[config.mk]
export PLATFORM = sky130hd
export DESIGN_NAME = uart_byte_tx
export DESIGN_NICKNAME = d
export VERILOG_FILES = /design/src/rtl/uart_byte_tx.sv
export SDC_FILE = /design/constraint.sdc
export NUM_CORES = 1
export LEC_CHECK = 0
export BUFFER_PORTS_ARGS = -buffer_cell sky130_fd_sc_hd__buf_2
export CORE_ASPECT_RATIO = 0.6
export CORE_MARGIN = 3
export CORE_UTILIZATION = 60
export CTS_BUF_LIST = sky130_fd_sc_hd__clkbuf_4 sky130_fd_sc_hd__clkbuf_8 sky130_fd_sc_hd__clkbuf_16
export DETAILED_ROUTE_END_ITERATION = 10
export PLACE_DENSITY = 0.79
export SLEW_MARGIN = 20
export SYNTH_ARGS = -nofsm -noshare
export SYNTH_HDL_FRONTEND = slang
export SYNTH_SLANG_ARGS = --single-unit
[constraint.sdc]
create_clock -name CLK -period 7.9 [get_ports CLK]
set_clock_uncertainty 0.05 [all_clocks]
set_input_delay 1.58 -clock CLK [delete_from_list [all_inputs] [get_ports CLK]]
set_output_delay 1.58 -clock CLK [all_outputs]
set_load 0.005 [all_outputs]
[src/rtl/uart_byte_tx.sv]
// rtl/uart_byte_tx.sv - 8N1 UART byte transmitter with Send_En strobe, busy and done flags.
// Optional even-parity bit after data bit 7 when UART_TX_PARITY_EN is defined.
module uart_byte_tx #(
  parameter int unsigned BPS_CNT_MAX = 5208 - 1
) (
  input  logic       CLK,
  input  logic       RST,
  input  logic       Send_En,
  input  logic [7:0] Data_Byte,
  output logic       Rs232_Tx,
  output logic       Tx_Busy,
  output logic       Tx_Done
);

  localparam logic [15:0] DIV_LAST = 16'(BPS_CNT_MAX);

  typedef enum logic [2:0] {
    IDLE,
    START,
    DATA,
    STOP
`ifdef UART_TX_PARITY_EN
    , PARITY
`endif
  } state_t;

  state_t      state, state_n;
  logic [15:0] div_cnt, div_n;
  logic [2:0]  bit_idx, idx_n;
  logic [7:0]  tx_byte, byte_n;
  logic        tx_n, busy_n, done_n;
  logic        bit_end;

  assign bit_end = (div_cnt == DIV_LAST);

  always_ff @(posedge CLK) begin
    if (RST) begin
      state    <= IDLE;
      div_cnt  <= 16'd0;
      bit_idx  <= 3'd0;
      tx_byte  <= 8'd0;
      Rs232_Tx <= 1'b1;
      Tx_Busy  <= 1'b0;
      Tx_Done  <= 1'b0;
    end else begin
      state    <= state_n;
      div_cnt  <= div_n;
      bit_idx  <= idx_n;
      tx_byte  <= byte_n;
      Rs232_Tx <= tx_n;
      Tx_Busy  <= busy_n;
      Tx_Done  <= done_n;
    end
  end

  always_comb begin
    state_n = state;
    div_n   = div_cnt;
    idx_n   = bit_idx;
    byte_n  = tx_byte;
    if (state == IDLE) begin
      div_n = 16'd0;
      idx_n = 3'd0;
      if (Send_En) begin
        state_n = START;
        byte_n  = Data_Byte;
      end
    end else if (!bit_end) begin
      div_n = div_cnt + 16'd1;
    end else begin
      div_n = 16'd0;
      case (state)
        START: begin
          state_n = DATA;
          idx_n   = 3'd0;
        end
        DATA: begin
          if (bit_idx == 3'd7) begin
`ifdef UART_TX_PARITY_EN
            state_n = PARITY;
`else
            state_n = STOP;
`endif
          end else begin
            idx_n = bit_idx + 3'd1;
          end
        end
`ifdef UART_TX_PARITY_EN
        PARITY: state_n = STOP;
`endif
        STOP: begin
          // A request on the last stop-bit clock chains the next frame with no idle gap.
          if (Send_En) begin
            state_n = START;
            byte_n  = Data_Byte;
          end else begin
            state_n = IDLE;
          end
        end
        default: state_n = IDLE;
      endcase
    end
  end

  // Outputs are registered, so they are derived from the next-state values.
  always_comb begin
    tx_n   = 1'b1;
    busy_n = (state_n != IDLE);
    done_n = (state_n == STOP) && (div_n == DIV_LAST);
    case (state_n)
      START:  tx_n = 1'b0;
      DATA:   tx_n = byte_n[idx_n];
`ifdef UART_TX_PARITY_EN
      PARITY: tx_n = ^byte_n;
`endif
      default: tx_n = 1'b1;
    endcase
  end

endmodule

# Yosys cells after proc, flatten, opt, wreduce, memory -nomap -nowiden
# Index checks and enable logic that the tools add are counted.
# op_classes
n_addsub	2
magnitude_cmp	1
n_eq_ne	9
mux	19
reduce_logical	3
# op_table
op	count
equality test 16 x 13 -> 1 bit (second input constant)	2
2-to-1 mux 16 bit	2
2-to-1 mux 8 bit	4
2-to-1 mux 3 bit	7
adder 16 x 1 -> 16 bit (second input constant)	1
equality test 3 x 2 -> 1 bit (second input constant)	4
case mux 3 bit (3 select lines)	1
equality test 3 x 1 -> 1 bit (second input constant)	2
case mux 3 bit (2 select lines)	1
< comparator 3 x 4 -> 1 bit (second input constant)	1
adder 3 x 1 -> 3 bit (second input constant)	1
binary-select mux 1 bit (select 3 bit)	1
equality test 3 bit (second input constant)	1
logical NOT 3 bit	1
nonzero test 3 bit	1
2-to-1 mux 1 bit	2
case mux 1 bit (2 select lines)	1
logical AND 1 bit	1
# totals
reg_bits	33
input_bits	11
elab_cells	41

# Longest topological paths before layout
# logic_depth
depth_word	8
mapped_depth	9
depth_no_buf	9

# Worst setup path after synthesis
# OpenSTA, ideal clock, no wires.
# synth_timing
path_type	input-to-reg
startpoint	input Send_En
endpoint	register Rs232_Tx
arrival_ns	3.158
required_ns	7.722
setup_slack_ns	4.564
cell_stages	6
path_cell_list	nor3b_1 > nor2b_1 > mux2_2 > mux4_2 > a31oi_1 > a32oi_1
# synth_between
elab_chain_len	7
# synth_lines
item	line	text
start, declared	8	input logic Send_En,
2-to-1 mux 8 bit	64, 93	
2-to-1 mux 8 bit	72	case (state)
2-to-1 mux 8 bit	68	end else if (!bit_end) begin
2-to-1 mux 8 bit	61	if (state == IDLE) begin
binary-select mux 1 bit (select 3 bit)	112	DATA: tx_n = byte_n[idx_n];
2-to-1 mux 1 bit (not written as such)	112	
case mux 1 bit (2 select lines) *	110	case (state_n)
end signal, assigned	50	Rs232_Tx <= tx_n;
end, declared	10	output logic Rs232_Tx,
# Mark *: on every way between the ends. The rest lies on a longest branch, timed or not. The select of a mux whose other input is x is not followed.
# A chain may end at the register's enable or synchronous reset.

# Worst setup path in the final report
# Same ends and word-level chain as after synthesis.

==> results by group <==
Status
  • Run status: complete, no violations

Global route
  • Total track usage: 24.8%
  • Vias in the first global route: 1,604
  • Total grt overflow: 0
  • Largest net degree at the start of global routing: 26
  • First-pass GRT wire length: around 7.6 mm
  • Initial antenna violation count: 0

Synth
  • Gate Count Post-Synth: 229
  • Number of synthesized flops with an enable pin: 0
  • Avg Cell Area, Syn: 8.53 sq um
  • Sequential fraction of the synthesis area: about a third
  • Mapped Area: ~2000 sq um
  • Syn nets: about 240
  • Main synth FF type: dfxtp_1
  • Asr flop ratio synth: 0%
  • Yosys warning count: 0
  • Flops & latches, synth: 33
  • Cell variety after synth: between 50 and 60

CTS
  • Clock buffer count from CTS: 5
  • CTS tree: yes
  • Clk slew on worst S/H paths: ~0.060 ns
  • Hold_buf cts: 0
  • Post-cts resize count: 0
  • H-tree lvl count: 2
  • Clock tree buffer depth: 2
  • Setup Fix Bufs, Post-CTS: 0
  • CTS sink cnt: 33
  • CTS root buffer: clkbuf_8
  • Clk Latency, worst-skew pair: 0.29 ns

Route
  • Post-route DRC: 0
  • Drt wl/cell: between 15 and 20 um
  • Detailed Route WL: between 4 and 5 mm
  • DRT Pass-1 Iters: 4
  • Via density: 5.96
  • Via Count: 1,698
  • Initial DRC count: 176
  • Post-route ant nets: 0

Final layout
  • # diodes: 0
  • Total area of sequential cells: 661 sq um
  • Final core occ: a little over two thirds
  • Layout cells sized above 1: between 10% and 20%
  • # fillers: 250
  • Design Area, Final: about 2100 sq um
  • Commonest cells after routing, fill and taps aside: 36 x nor2_1, 33 x dfxtp_1, 13 x buf_2
  • Commonest non-fill, non-tap cell in the layout: nor2_1
  • Multi-input logic area: 1200 sq um
  • Nets: 256
  • Area grow syn2layout: 7.75%
  • Fin cells: between 200 and 300

STA
  • Max-slew violations: 0
  • Setup TNS Final: 0 ns
  • Final worst-path cycle share: a little over two fifths
  • RSZ-0062 raised after global routing: false
  • Endpoints failing setup: 0
  • Final Hold Vio Count: 0
  • Max Fclk: 0.301 GHz
  • Pin slew with the least headroom to its limit: 0.808 ns
  • Final min period: ~3.3 ns
  • Final WS setup: 4.58 ns
  • Max_slew headroom: 46.0%
  • Hold slack final: 0.463 ns

Power
  • Total power: about 0.34 mW
  • Power Density: 163 nW/um^2
  • Leak: roughly 0.84 nW
  • Peak supply drop: 120 uV

Setup path
  • Slowest Stage Delay on Critical Path: 0.46 ns
  • Crit-path leading delay family: multiplexers
  • Crit path max fanout: 13
  • Critical path class: in -> reg
  • CP arrival: between 3 and 4 ns
  • Crit-path slowest cell: mux4_2
  • Startpoint types: primary input
  • Critical Path, Cell by Cell: buf_2 > nor3b_1 > buf_4 > nor2b_1 > mux2_2 > mux4_2 > a31oi_1 > a32oi_1
  • Reg2Reg Setup Slack: 4.68 ns
  • WP data required: 8.02 ns
  • Nature of the critical path endpoint: flop
  • CP bufs+invs: 2

Place
  • Area after DPL: 2020 sq um
  • DP HPWL: 3.16 mm
  • Place WS: 4.31 ns
  • Placed cells: 278
  • Final GP Congestion: 0.877
  • Input/output buffers: 13

Floorplanning
  • Core area: between 2000 and 3000 sq um
  • Die area: around 4000 sq um
  • Row Count: 15
  • Die W: roughly 80 um
  • Die span in y: 50.2 um
  • Initial Utilization: about 65%
  • I/O pin count: 14

Min path
  • Hold crit path type: reg -> reg

Flow run
  • Maxcap violations: 0
==> power breakdown <==
group	switching [mW]	internal, mW	total [mW]
Sequential	0.00466	0.172	0.176
Combinational	0.0174	0.0156	0.0330
Clock	0.0614	0.0725	0.134
Total	0.0834	0.260	0.343
==> cell usage after synthesis (3+ instances only) <==
cell type  count  area, sq um
inv_1          9         33.8
nand2_1        8         30.0
nand2b_1       5         31.3
a31oi_1        9         56.3
dfxtp_1       33          661
or2_2          5         31.3
and2_1         3         18.8
nor3_1         4         20.0
nor4_1         3         18.8
mux2i_1        6         60.1
mux2_2         3         33.8
nand4_1        4         25.0
nor2b_1        4         25.0
o21ai_0       10         50.1
xnor2_1        7         61.3
and3_1         7         43.8
a21oi_1        7         35.0
clkbuf_8       3         41.3
a211oi_1       8         60.1
nand3_1        9         45.0
clkbuf_1       3         11.3
nor2_1        36          135
xor2_1         8         70.1
==> worst reg2reg max path: stages, from the launching register on <==
cell and delay (ns):
dfxtp_1 0.43, ha_1 0.27, or3b_2 0.53, nor4_4 0.36, nand2_1 0.27, nor2_1 0.26, a2bb2oi_1 0.47, nor3b_1 0.22
o21ai_0 0.10, a32oi_1 0.19
==> cell type report <==
class	count	area share, %
flip-flops and latches	33	31.4
repair buffers	14	3.45
well taps	42	2.50
multi-input cells	180	56.8
inverters	9	1.60
clock buffers	7	4.28
==> per-layer routing <==
layer	vias up	part of all wire [%]	track usage, %
met5	-	0	0
met4	0	1.8	9.43
met3	12	9.2	8.96
met2	60	37	31.9
met1	779	52	36.8
li1	847	-	-
==> flip-flops by register name, indices dropped and copies added, names as in the netlist <==
signal	flops
div_cnt	16
bit_idx	3
Tx_Done	1
Tx_Busy	1
tx_byte	8
state	3
Rs232_Tx	1
==> worst paths after layout <==
kind                                  from         end  depth (start not counted)
worst min register to register  div_cnt[0]  div_cnt[0]                          1
worst max-delay path               Send_En    Rs232_Tx                          8
worst max register to register  div_cnt[0]    Rs232_Tx                          9
worst min-delay path            div_cnt[0]  div_cnt[0]                          1
==> kinds of logic (layout without fill, tap and decap cells) <==
group / after synthesis / count (layout) / share of synthesized area, %
adders and majority gates: 2 / 2 / 1.28
DFF: 33 / 33 / 33.8
muxes: 11 / 11 / 6.72
and+or+nand+nor: 106 / 106 / 31.2
buffers and inverters: 16 / 30 / 4.99
AOI/OAI and AO/OA: 46 / 46 / 15.3
xor gates and xnor gates: 15 / 15 / 6.72
Power figures use the tool's default switching activity.
